### config.mk
export PLATFORM = sky130hd
export DESIGN_NAME = spec_carry_fix
export DESIGN_NICKNAME = d
export VERILOG_FILES = /design/src/rtl/spec_carry_fix.sv
export SDC_FILE = /design/constraint.sdc
export NUM_CORES = 1
export LEC_CHECK = 0
export CAP_MARGIN = 20
export CELL_PAD_IN_SITES_DETAIL_PLACEMENT = 0
export CELL_PAD_IN_SITES_GLOBAL_PLACEMENT = 1
export CORE_UTILIZATION = 19
export CTS_BUF_LIST = sky130_fd_sc_hd__clkbuf_16
export DETAILED_ROUTE_END_ITERATION = 8
export GPL_TIMING_DRIVEN = 0
export HOLD_SLACK_MARGIN = 0.12
export PLACE_DENSITY_LB_ADDON = 0.1
export SLEW_MARGIN = 10
export SYNTH_ARGS = -nofsm -noshare
export SYNTH_HDL_FRONTEND = slang
export SYNTH_SLANG_ARGS = --single-unit
### constraint.sdc
create_clock -name clk -period 1.06 [get_ports clk]
set_input_delay 0.106 -clock clk [delete_from_list [all_inputs] [get_ports clk]]
set_output_delay 0.106 -clock clk [all_outputs]
set_load 0.01 [all_outputs]
### src/rtl/spec_carry_fix.sv
// spec_carry_fix: serial carry-repair stage behind the speculative 4-bit sum-block chain.
// It takes the operands, the approximate sum and the carry-in each segment speculated.
// It rebuilds the exact inter-segment carries one segment per cycle and patches each
// mis-speculated segment by +1/-1.
// Optional feature macro: APX_CARRY_FIX_EN
//   defined   : accept -> SCAN (segments 1..NBLK-1, one per cycle) -> DONE.
//               out_valid is seen in the NBLK-th cycle after the accept cycle.
//   undefined : accept -> DONE directly. sum = s_apx, and cout is the top segment's
//               carry-out using c_spec[NBLK-1]. corrected and nfix stay 0.
module spec_carry_fix #(
    parameter  int WIDTH = 16,
    parameter  int BLK   = 4,
    localparam int NBLK  = WIDTH / BLK,
    localparam int NFW   = $clog2(NBLK) + 1
) (
    input  logic             clk,
    input  logic             rst,
    input  logic             in_valid,
    output logic             in_ready,
    input  logic [WIDTH-1:0] a,
    input  logic [WIDTH-1:0] b,
    input  logic [WIDTH-1:0] s_apx,
    input  logic [NBLK-1:0]  c_spec,
    output logic             out_valid,
    input  logic             out_ready,
    output logic [WIDTH-1:0] sum,
    output logic             cout,
    output logic             corrected,
    output logic [NFW-1:0]   nfix
);

    typedef enum logic [1:0] {
        IDLE = 2'd0,
        SCAN = 2'd1,
        DONE = 2'd2
    } state_t;

    state_t           state_q, state_d;
    logic [WIDTH-1:0] sum_q, sum_d;
    logic             cout_q, cout_d;
    logic [NFW-1:0]   nfix_q, nfix_d;

`ifdef APX_CARRY_FIX_EN
    localparam int KW = $clog2(NBLK);
    localparam logic [WIDTH-1:0] SEG_MASK = WIDTH'((1 << BLK) - 1);

    // Captured operand set and scan progress
    logic [WIDTH-1:0] a_q, a_d;
    logic [WIDTH-1:0] b_q, b_d;
    logic [NBLK-1:0]  cspec_q, cspec_d;
    logic             cex_q, cex_d;     // exact carry into segment k-1
    logic [KW-1:0]    k_q, k_d;         // segment currently being repaired

    // Per-cycle scan datapath
    logic [KW-1:0]    km1;
    int               lo_sh, hi_sh;
    logic [BLK-1:0]   a_seg, b_seg, s_seg, s_fix;
    logic [BLK:0]     seg_res, top_res;
    logic [NBLK-1:0]  cspec_sh;
    logic             c_next, spec_k;
    logic [WIDTH-1:0] sum_fix;

    // Exact carry out of segment k-1, the +/-1 patch for segment k, and the top carry-out
    always_comb begin
        km1      = k_q - KW'(1);
        lo_sh    = int'(km1) * BLK;
        hi_sh    = int'(k_q) * BLK;
        a_seg    = BLK'(a_q >> lo_sh);
        b_seg    = BLK'(b_q >> lo_sh);
        s_seg    = BLK'(sum_q >> hi_sh);
        seg_res  = {1'b0, a_seg} + {1'b0, b_seg} + {{BLK{1'b0}}, cex_q};
        c_next   = seg_res[BLK];
        cspec_sh = cspec_q >> k_q;
        spec_k   = cspec_sh[0];
        // The patch never propagates: segment k+1 picks up the real carry when scanned.
        s_fix    = c_next ? (s_seg + BLK'(1)) : (s_seg - BLK'(1));
        sum_fix  = (sum_q & ~(SEG_MASK << hi_sh)) | (WIDTH'(s_fix) << hi_sh);
        // Only meaningful on the last step, where c_next is the exact carry into the top segment.
        top_res  = {1'b0, a_q[WIDTH-1 -: BLK]} + {1'b0, b_q[WIDTH-1 -: BLK]}
                 + {{BLK{1'b0}}, c_next};
    end
`else
    // Without repair only the top segment's carry-out is needed, and it uses the speculated carry.
    logic [BLK:0] top_in;
    logic         unused_lo;

    assign top_in    = {1'b0, a[WIDTH-1 -: BLK]} + {1'b0, b[WIDTH-1 -: BLK]}
                     + {{BLK{1'b0}}, c_spec[NBLK-1]};
    assign unused_lo = ^{a[WIDTH-BLK-1:0], b[WIDTH-BLK-1:0], c_spec[NBLK-2:0]};
`endif

    // Next-state and result-register updates for the accept / scan / hold sequence
    always_comb begin
        state_d = state_q;
        sum_d   = sum_q;
        cout_d  = cout_q;
        nfix_d  = nfix_q;
`ifdef APX_CARRY_FIX_EN
        a_d     = a_q;
        b_d     = b_q;
        cspec_d = cspec_q;
        cex_d   = cex_q;
        k_d     = k_q;
`endif
        case (state_q)
            IDLE: begin
                if (in_valid) begin
                    sum_d  = s_apx;
                    nfix_d = '0;
`ifdef APX_CARRY_FIX_EN
                    a_d     = a;
                    b_d     = b;
                    cspec_d = c_spec;
                    cex_d   = c_spec[0];
                    k_d     = KW'(1);
                    cout_d  = 1'b0;
                    state_d = SCAN;
`else
                    cout_d  = top_in[BLK];
                    state_d = DONE;
`endif
                end
            end
            SCAN: begin
`ifdef APX_CARRY_FIX_EN
                if (c_next != spec_k) begin
                    sum_d  = sum_fix;
                    nfix_d = nfix_q + NFW'(1);
                end
                cex_d = c_next;
                k_d   = k_q + KW'(1);
                if (k_q == KW'(NBLK - 1)) begin
                    cout_d  = top_res[BLK];
                    state_d = DONE;
                end
`else
                state_d = IDLE;
`endif
            end
            DONE: begin
                if (out_ready) begin
                    state_d = IDLE;
                end
            end
            default: state_d = IDLE;
        endcase
    end

    // State and result registers with synchronous reset that discards any partial work
    always_ff @(posedge clk) begin
        if (rst) begin
            state_q <= IDLE;
            sum_q   <= '0;
            cout_q  <= 1'b0;
            nfix_q  <= '0;
        end else begin
            state_q <= state_d;
            sum_q   <= sum_d;
            cout_q  <= cout_d;
            nfix_q  <= nfix_d;
        end
    end

`ifdef APX_CARRY_FIX_EN
    // Captured operands and scan progress
    always_ff @(posedge clk) begin
        if (rst) begin
            a_q     <= '0;
            b_q     <= '0;
            cspec_q <= '0;
            cex_q   <= 1'b0;
            k_q     <= '0;
        end else begin
            a_q     <= a_d;
            b_q     <= b_d;
            cspec_q <= cspec_d;
            cex_q   <= cex_d;
            k_q     <= k_d;
        end
    end
`endif

    assign in_ready  = (state_q == IDLE);
    assign out_valid = (state_q == DONE);
    assign sum       = sum_q;
    assign cout      = cout_q;
    assign nfix      = nfix_q;
    assign corrected = (nfix_q != '0);

endmodule

==> results.md <==
* Status: finished clean
* Sequential fraction of the synthesis area at 0.4318
* Top Ports at ~80
* Ratio of cells with drive above 1 in the final layout at 0.2838
* Initial antenna violation count at 0
* CTS Buf Count at 3
* Worst hold endpoint: cout
* Htree depth at 1
* Worst-path clk slew at 0.05 ns
* Worst Hold Launch: rst
* Pwr dens at 1276 mW/mm^2
* First-pass GRT wire length at about 3.4 mm
* Setup TNS at 0 ns
* Netlist cell types at 20
* Final Slew Violations at 0
* # DRC at 0
* Wire length per cell at between 10 and 15 microns
* Routed vias/inst at about 3.9
* DRT Wirelength at between 2 and 2.5 mm
* Post-Syn Area at between 800 and 900 sq um
* Seq pwr share at 0.391
* Die ar. at between 0.004 and 0.005 sq mm
* Final Net Count at about 210
* Detailed Place HPWL at 1.599 mm
* Max Clk Rate at 991.0 MHz
* Min Hold Slack at 0.1694 ns
* CTS Root Cell: clkbuf_16
* R2R Setup Slk at around 0.060 ns
* Critical-path cell list: inv_1 > dlygate4sd2_1
* Clock Latency Late Sink at between 0.2 and 0.3 ns
* R2R Path Start: state_q[1]
* Depth of the most critical reg-to-reg path at 5
* Hold-fix buffers, CTS at 0
* Initial DRT Pass Iterations at 2
* Row count at 23
* Worst r2r dst: sum[1]
* Leak pwr at a little under 0.7 nW
* Final setup fails at 0
* Slowest-stage cell, CP: dfxtp_2
* Via count of the routed design at 777
* Syn Area/Cell at 9.171 sq um
* Min cycle time layout at 1.009 ns
* Grt ovf at 0
* P_int at approximately 1.5 mW
* Sw frac at 0.2346
* Synth Warn # at 0
* Worst path arrival time at about 0.90 ns
* Gate count after technology mapping at 91
* Worst Hold Path Cells at 2
* Req. time, crit path at approximately 0.95 ns
* Max VDD drop at slightly above 800 uV
* Crit path kind: reg2out
* Cell area after layout at around 0.0015 sq mm
* Delay of the slowest critical-path stage at about 0.35 ns
* Filler cells at 431
* Largest net degree at the start of global routing at 11
* Critical path startpoint category: register
* Final Hold Viols at 0
* First-iteration detailed-routing DRC count at 28
* Register bit count reported by yosys at 18
* Commonest cells after routing, fill and taps aside: nand2_1, clkdlybuf4s50_1, dlygate4sd2_1
* Antenna-violating nets left at 0
* Tcrit/Tclk final at 0.9519
* Min-Delay Path Class: in2reg
* Clk buf depth at 2
* Max capacitance violation total at 0
* Commonest non-fill, non-tap cell in the layout: nand2_1
* RSZ-0062 raised after global routing: false
* Sw Pwr at between 400 and 500 uW
* Clock Sink Count at 18
* Worst-path fanout max at 5
* Post-synthesis to final-layout area growth at 78.56%
* Combinational power share at 0.215
* Gpl congestion at between 0.5 and 0.6
* Initial core utilization at 0.2028
* Placeable Area at a little over 0.004 sq mm
* Antenna Cells at 0
* Die height at approximately 70 microns
* Clock Power Share at 0.394
* Gr usage total at 0.1002
* Die width at a little under 70 microns
* Area of placed instances at approximately 0.0014 sq mm
* Clock Skews at 0.0007814 ns
* CTS tree: built
* Port bufs at 46
* Crit end category: primary output
* Vias in the first global route at 775
* Pwr Total at 1.902 mW
[sequential cells by signal, summed over array words and instances, names as in the netlist]
name / flops
sum: 16
state_q: 1
cout: 1
[Yosys cell counts (all sizes together)]
library cell | n | area [sq um]
nand2 | 32 | 142.6
a21oi | 18 | 127.6
dfxtp | 18 | 360.4
buf | 9 | 85.08
ha | 4 | 50.05
a211o | 1 | 8.760
a311oi | 1 | 15.01
clkbuf | 1 | 5.000
conb | 1 | 3.750
inv | 1 | 3.750
nand2b | 1 | 6.260
nor2 | 1 | 3.750
nor2b | 1 | 6.260
o2111ai | 1 | 8.760
or2b | 1 | 7.510
[metal layers]
metal  GRT usage  wire length [microns]
met1     0.09950                    955
met2      0.1900                   1052
met3     0.04167                    177
met4     0.02344                     14
met5           0                      0
[stage by stage]
stage,setup slack [ns],instances,util
6_report,0.05095,198,0.3621
5_1_grt,0.002244,198,0.3621
4_1_cts,0.006595,196,0.3509
3_5_place_dp,-0.3983,190,0.3326
3_3_place_gp,-0.3831,190,0.3326
2_1_floorplan,0.05527,94,-
[cell families after synthesis]
logic type	count (synthesis)	synth area share
buffers and inverters	11	0.1124
AND/OR/NAND/NOR	36	0.1994
adder cells (fa/ha/maj)	4	0.05997
flip-flops	18	0.4318
AO/OA/AOI/OAI	21	0.1919
other	1	0.004493
[power groups by stage]
stage / logic (mW) / clock network, mW / registers (mW)
final: 0.409 / 0.750 / 0.743
after global routing: 0.451 / 0.816 / 0.748
after CTS: 0.397 / 0.790 / 0.744
after detailed placement: 0.414 / 0 / 0.760
after global placement: 0.409 / 0 / 0.758
after floorplan: 0.172 / 0 / 0.778
[worst max-delay path by stage]
stage / from / endpoint / slack [ns] / cells past startpoint
2_1_floorplan: state_q[1] / sum[0] / 0.06 / 5
3_3_place_gp: a[12] / cout / -0.38 / 5
3_5_place_dp: a[12] / cout / -0.40 / 5
4_1_cts: a[13] / cout / 0.007 / 5
5_1_grt: a[14] / cout / 0.002 / 4
6_report: state_q[1] / in_ready / 0.05 / 2
[worst max-delay path: cells and delay by family (launching register included)]
family                 cells  cell delay (ns)
buffers and inverters      2             0.31
DFF                        1             0.35
[layout make-up]
class	count	area (sq um)	share of cell area
Multi-Input combinational cell	65	415.4	0.2788
Clock buffer	3	75.07	0.05038
Timing Repair Buffer	50	474.2	0.3182
Inverter	1	3.754	0.002519
Sequential cell	18	361.6	0.2427
Buffer	10	93.84	0.06297
Clock inverter	1	3.754	0.002519
Tap cell	50	62.56	0.04198
[repair_timing]
| item | 4_1_cts | 5_1_grt |
|---|---|---|
| setup endpoints to repair | 28 | 7 |
| resized for setup | 23 | 8 |
| setup buffers | 2 | 2 |
| pin swaps | 4 | 4 |
No activity file was read; power rests on OpenSTA's default activity.
